--- config.mk ---
export PLATFORM = sky130hd
export DESIGN_NAME = sram_controller
export DESIGN_NICKNAME = d
export VERILOG_FILES = /design/src/rtl/sram_controller.sv
export SDC_FILE = /design/constraint.sdc
export NUM_CORES = 1
export LEC_CHECK = 0
export ABC_CLOCK_PERIOD_IN_PS = 1850
export CORE_MARGIN = 4
export CORE_UTILIZATION = 40
export CTS_CLUSTER_DIAMETER = 120
export DETAILED_ROUTE_END_ITERATION = 8
export HOLD_SLACK_MARGIN = 0.03
export PLACE_DENSITY = 0.77
export SLEW_MARGIN = 20
export SYNTH_ARGS = -nofsm -noshare
export SYNTH_HDL_FRONTEND = slang
export SYNTH_SLANG_ARGS = --single-unit
--- constraint.sdc ---
create_clock -name clk -period 1.85 [get_ports clk]
set_input_delay 0.37 -clock clk [delete_from_list [all_inputs] [get_ports clk]]
set_output_delay 0.37 -clock clk [all_outputs]
set_load 0.05 [all_outputs]
--- src/rtl/sram_controller.sv ---
// Bridges 32-bit pipeline loads/stores to a 16-bit asynchronous SRAM as two
// timed half-accesses (low half, then high half), freezing the pipeline via ready.
module sram_controller #(
  parameter int WAIT_CYCLES = 2,
  parameter int BASE_ADDR   = 1024
) (
  input  logic        clk,
  input  logic        reset,
  input  logic        wr_en,
  input  logic        rd_en,
  input  logic [31:0] address,
  input  logic [31:0] write_data,
  output logic [31:0] read_data,
  output logic        ready,
  output logic [17:0] sram_addr,
  input  logic [15:0] sram_dq_in,
  output logic [15:0] sram_dq_out,
  output logic        sram_dq_oe,
  output logic        sram_we_n
);

  // state  | meaning
  // IDLE   | no access in flight; accept rd_en/wr_en
  // LOW    | low halfword access, held WAIT_CYCLES cycles
  // HIGH   | high halfword access, held WAIT_CYCLES cycles
  // DONE   | single-cycle completion, ready=1
  localparam logic [1:0] S_IDLE = 2'd0;
  localparam logic [1:0] S_LOW  = 2'd1;
  localparam logic [1:0] S_HIGH = 2'd2;
  localparam logic [1:0] S_DONE = 2'd3;

  localparam logic [3:0]  CNT_LAST = 4'(WAIT_CYCLES - 1);
  localparam logic [31:0] BASE     = 32'(BASE_ADDR);

  logic [1:0]  state;
  logic [3:0]  cnt;
  logic        op_wr;
  logic [16:0] word;
  logic [31:0] wdata;
  logic [31:0] offset;
  logic        req;
  logic        cnt_last;
  logic        unused_bits;

  assign offset      = address - BASE;
  assign req         = rd_en | wr_en;
  assign cnt_last    = (cnt == CNT_LAST);
  // Byte-lane bits and the part of the offset beyond the SRAM window are ignored.
  assign unused_bits = ^{offset[31:19], offset[1:0]};

  always_ff @(posedge clk or negedge reset) begin
    if (!reset) begin
      state     <= S_IDLE;
      cnt       <= 4'd0;
      op_wr     <= 1'b0;
      word      <= 17'd0;
      wdata     <= 32'd0;
      read_data <= 32'd0;
    end else begin
      case (state)
        S_IDLE: begin
          if (req) begin
            word  <= offset[18:2];
            wdata <= write_data;
            op_wr <= wr_en;
            cnt   <= 4'd0;
            state <= S_LOW;
          end
        end
        S_LOW: begin
          if (cnt_last) begin
            cnt   <= 4'd0;
            state <= S_HIGH;
            if (!op_wr) read_data[15:0] <= sram_dq_in;
          end else begin
            cnt <= cnt + 4'd1;
          end
        end
        S_HIGH: begin
          if (cnt_last) begin
            cnt   <= 4'd0;
            state <= S_DONE;
            if (!op_wr) read_data[31:16] <= sram_dq_in;
          end else begin
            cnt <= cnt + 4'd1;
          end
        end
        default: state <= S_IDLE;
      endcase
    end
  end

  // Bus outputs decode from state so a reset drops the write strobe instantly.
  always_comb begin
    sram_addr   = 18'd0;
    sram_we_n   = 1'b1;
    sram_dq_oe  = 1'b0;
    sram_dq_out = 16'd0;
    ready       = 1'b0;
    case (state)
      S_IDLE: ready = ~req;
      S_LOW: begin
        sram_addr = {word, 1'b0};
        if (op_wr) begin
          sram_we_n   = 1'b0;
          sram_dq_oe  = 1'b1;
          sram_dq_out = wdata[15:0];
        end
      end
      S_HIGH: begin
        sram_addr = {word, 1'b1};
        if (op_wr) begin
          sram_we_n   = 1'b0;
          sram_dq_oe  = 1'b1;
          sram_dq_out = wdata[31:16];
        end
      end
      default: ready = 1'b1;
    endcase
  end

endmodule
Word level (Yosys, flattened, before mapping)
Index checks and enable logic that the tools add are counted.
{"block": "word_totals", "n_memories": 0, "ram_bits": 0, "ff_bits": 88, "rom_bits": 0, "word_cells": 42, "latch_bits": 0, "out_inout_bits": 69}
{"block": "classes", "div": 0, "mul": 0, "bitwise_logic": 3, "n_addsub": 2, "n_lt_le_gt_ge": 0, "n_reduce_logical": 8, "shifts": 0, "mux": 16, "n_eq_ne": 6}
{"operator": "one-hot mux 18 bit (2 select lines)", "n": 1}
{"operator": "2-to-1 mux 16 bit", "n": 2}
{"operator": "one-hot mux 16 bit (2 select lines)", "n": 1}
{"operator": "subtractor 19 x 11 -> 19 bit, second input constant", "n": 1}
{"operator": "AND reduction 3 bit", "n": 3}
{"operator": "2-to-1 mux 4 bit", "n": 2}
{"operator": "one-hot mux 4 bit (2 select lines)", "n": 1}
{"operator": "2-to-1 mux 2 bit", "n": 3}
{"operator": "!= test 2 bit, second input constant", "n": 3}
{"operator": "one-hot mux 2 bit (3 select lines)", "n": 1}
{"operator": "adder 4 x 1 -> 4 bit, second input constant", "n": 1}
{"operator": "equality test 4 x 1 -> 1 bit, second input constant", "n": 1}
{"operator": "2-to-1 mux 1 bit", "n": 4}
{"operator": "AND reduction 2 bit", "n": 2}
{"operator": "equality test 2 x 1 -> 1 bit, second input constant", "n": 1}
{"operator": "equality test 2 bit, second input constant", "n": 1}
{"operator": "logical NOT 2 bit", "n": 1}
{"operator": "inverter 1 bit", "n": 2}
{"operator": "one-hot mux 1 bit (2 select lines)", "n": 1}
{"operator": "nonzero test 2 bit", "n": 1}
{"operator": "OR reduction 2 bit", "n": 1}
{"operator": "bitwise OR 1 bit", "n": 1}

Depth between registers and ports, before layout
{"block": "logic_depth", "depth_word": 4, "ltp_mapped": 7}

Worst setup path before layout
Ideal clock, no wire load.
{"block": "synth_path", "path_kind": "reg-to-output", "start": "register state[0]", "end": "output sram_dq_out[0]", "slack_ns": -0.808, "path_stages_with_launch": 7, "arrival_time_ns": 2.288, "t_required_ns": 1.480, "cell_sequence": "dfrtp_1 > inv_1 > ha_1 > buf_2 > buf_1 > a22oi_1 > nor2_1"}
{"block": "synth_between", "elab_chain_cells": 2, "elab_cells_between_ends": 3, "cone_classes": "eq/ne: 2; mux: 1"}
{"item": "from (decl)", "line_no": "35", "rtl": "logic [1:0] state;"}
{"item": "from (signal assigned)", "line_no": "53", "rtl": "state <= S_IDLE;"}
{"item": "from (signal assigned)", "line_no": "67", "rtl": "state <= S_LOW;"}
{"item": "from (signal assigned)", "line_no": "73", "rtl": "state <= S_HIGH;"}
{"item": "equality test 2 bit / equality test 2 x 1 -> 1 bit (equally long branches)", "line_no": "100", "rtl": "case (state)"}
{"item": "one-hot mux 16 bit (2 select lines) *", "line_no": "100"}
{"item": "to (decl)", "line_no": "17", "rtl": "output logic [15:0] sram_dq_out,"}
Mark *: on every way between the ends. The rest lies on a longest branch, timed or not.

Worst setup path after layout
{"block": "layout_path", "start": "register state[1]", "end": "output sram_addr[14]"}
{"block": "layout_between", "elab_chain_cells": 2, "elab_cells_between_ends": 3, "cone_classes": "eq/ne: 2; mux: 1"}
{"item": "equality test 2 bit / equality test 2 x 1 -> 1 bit (equally long branches)", "line_no": "100"}
{"item": "one-hot mux 18 bit (2 select lines) *", "line_no": "100"}
{"item": "to (decl)", "line_no": "15", "rtl": "output logic [17:0] sram_addr,"}
Marks and branches as above.

==> reports/metrics.yaml <==
layout:
  layout-drive-gt1-share_pct: 40.2
  antennaDiodeCount: 0
  fin_cells: 696
  nets: 653
  nFillCells: 671
  area_delta_synth_final_pct: 70.6
  postLayoutCoreUtil_pct: 71.1
route:
  via_count: 3455
  drt_wl_total_um: 11500
  detail_route.wl_per_cell_um: 16.5
  dr.pass1.iters: 7
  drc: 0
  drt_iter0_markers: 132
  antenna_left: 0
  routed_via_density: 4.96
outcome:
  violations: "setup timing"
  status: "complete, but fails checks"
worst_setup_path:
  cpPeakStageDelay_ns: 0.39
  reg2regPathDepth: 7
  timing.rr.start: "state[1]$_DFFE_PN0P_"
  path_max_fanout: 9
  crit_path_top_delay_cell: "dfrtp_1"
  cp-end-kind: "primary output"
  path_cells: "inv_1 > ha_4 > or2_4 > and3_2 > buf_12"
  path_delay_family: "simple AND/OR/NAND/NOR gates"
  cp_data_arrival_time_ns: 1.78
  worstSetupPathType: "reg -> out"
  start_kind: "flip-flop"
  r2r_setup_slack_ns: -0.03
  cp_num_buf_inv: 2
  reg2reg_to: "state[1]$_DFFE_PN0P_"
  crit_required_ns: 1.48
global_routing:
  track_usage_pct: 19.9
  grt_max_degree: 49
  antenna_found_initial: 0
  grt_pass1_wl_um: 18200
  grt_pass1_vias: 3669
  gr-total-overflow: 0
synth:
  yosysTopAreaCellShare_pct: 56.1
  ys_ff_latch: 88
  synth_seq_area_share_pct: 56.1
  synth-main-ff-cell: "dfrtp_1"
  yosys_warnings: 0
  syn_inst: 391
  ys_types: 36
  synth_top_area_cell: "dfrtp_1"
  synthArstFlopShare_pct: 100
  synthTopCellsByArea: "dfrtp_1 56%, nand2_1 13%, mux2_2 9.5%"
  syn_area_per_cell_sq_um: 10.0
  synth_edf_count: 0
  syn_nets: 482
  syn_area_sq_um: 3920
sta:
  rsz0062_at_grt: "yes"
  max_freq_mhz: 464
  slew_viol_final: 0
  hold_slack_ns: 0.476
  tightest_slew_ns: 0.489
  slew_headroom_pct: 67.6
  skew_ns: 0.00752
  finalHoldViolations: 0
  layout_setup_ws_ns: -0.304
  fin_setup_tns_ns: -9.09
  fin_crit_ns: 2.15
  finalCritPeriodShare_pct: 116
  final-setup-viol-count: 39
floorplanning:
  initial_core_util_pct: 41.7
  die_w_um: 107
  dieArea_sq_um: 11500
  rows: 35
  fp.coreArea_sq_um: 9420
  chipHeight_um: 107
  pin_count: 153
power:
  ir_worst_vdd_mv: 0.914
  power.leakage_nw: 3.02
  p_per_area_nw_per_um2: 2030
  p_total_mw: 13.6
placement:
  dpl.cell_count: 663
  hpwl_um: 7600
  portBuffers: 137
  place.gp.congestion: 0.842
clock_network:
  cts_buffers: 9
  clock-sinks: 88
  insertion_delay_ns: 0.35
  htree_levels: 3
  path_clk_slew_ns: 0.09
  cts_tree: "done"
  clk_path_buf_depth: 2
  clockRootBuffer: "clkbuf_8"
min_path:
  hold_class: "in -> async"
flow_run:
  maxCapViolCount: 0
[state kept, by name (all words and copies together), names as in the netlist]
| name | cells |
|---|---|
| wdata | 32 |
| read_data | 32 |
| word | 17 |
| state | 2 |
| cnt | 4 |
| op_wr | 1 |
[Yosys cell counts (2+ instances only)]
cell type / n
inv_1: 9
dfrtp_1: 88
nand2_2: 2
buf_2: 6
or3b_2: 2
ha_1: 7
nand3_1: 5
or2_2: 2
or4_1: 4
nand2_1: 132
nor3b_1: 2
a22oi_1: 16
clkbuf_1: 14
nand2b_1: 2
o21ai_0: 9
nor2_1: 17
and3_1: 17
mux2_2: 33
o211ai_1: 3
xnor2_1: 3
a21o_1: 2
buf_1: 2
[cells in the final DEF, fill, tap and decap left out, drive strengths merged, types with 2 or more instances in the layout]
cell type and count:
a22oi 16, o211ai 3, mux2 33, clkinv 3, nor2 17, inv 10
nand2 135, clkinvlp 3, or3 2, clkdlybuf4s50 67, nand2b 2, dfrtp 88
a21o 2, or2 3, o21ai 9, dlygate4sd2 2, nor3b 2, buf 110
or4 5, nand3 5, clkbuf 9, ha 7, xnor2 3, or3b 2
and3 17
[worst max-delay path by stage]
stage	startpoint	to	slack [ns]	depth (start not counted)
2_1_floorplan	state[0]$_DFFE_PN0P_	sram_addr[11]	-0.06	7
3_3_place_gp	address[10]	word[16]$_DFFE_PN0P_	-0.17	6
3_5_place_dp	address[14]	word[16]$_DFFE_PN0P_	-0.22	4
4_1_cts	state[1]$_DFFE_PN0P_	sram_dq_out[6]	-0.31	7
5_1_grt	state[0]$_DFFE_PN0P_	sram_dq_out[6]	-0.35	7
6_report	state[1]$_DFFE_PN0P_	sram_addr[14]	-0.30	5
[repair_timing]
| item | in CTS | in global routing |
|---|---|---|
| setup endpoints to repair | 39 | 70 |
| resized for setup | 43 | 18 |
| hold buffers | 1 | 0 |
| pin swaps | 8 | 7 |
| cloned | 1 | 1 |
| hold endpoints to repair | 28 | 0 |
| setup buffers | 12 | 2 |
[metal layers]
| layer | up-vias | track usage, % | routed length [um] |
|---|---|---|---|
| met5 | - | 0 | 0 |
| li1 | 1655 | - | - |
| met4 | 0 | 7.21 | 172 |
| met2 | 93 | 34.6 | 6140 |
| met3 | 16 | 3.01 | 458 |
| met1 | 1691 | 25.0 | 4690 |
[layout make-up]
type	count	area, sq um	area share, %
flip-flops and latches	88	2200	32.9
repair buffers	180	2100	31.3
multi-input cells	274	2020	30.1
well taps	129	161	2.41
clock buffers	9	124	1.85
clock inverters	7	55.1	0.823
inverters	9	37.5	0.561
[logic make-up after synthesis]
group	synth area share, %
AOI/OAI and AO/OA	6.76
xor gates and xnor gates	0.670
adders and majority gates	2.23
buffers and inverters	3.16
DFF	56.1
muxes	9.47
and+or+nand+nor	21.6
[power breakdown]
part | internal [mW] | switching [mW]
Sequential | 2.87 | 0.603
Combinational | 3.79 | 5.08
Clock | 0.500 | 0.723
[stage by stage]
stage	cell area (sq um)	setup WS, ns
2_1_floorplan	4150	-0.0562
3_3_place_gp	6100	-0.173
3_5_place_dp	6100	-0.217
4_1_cts	6570	-0.308
5_1_grt	6690	-0.348
6_report	6690	-0.304
(Power assumes the default switching activity.)
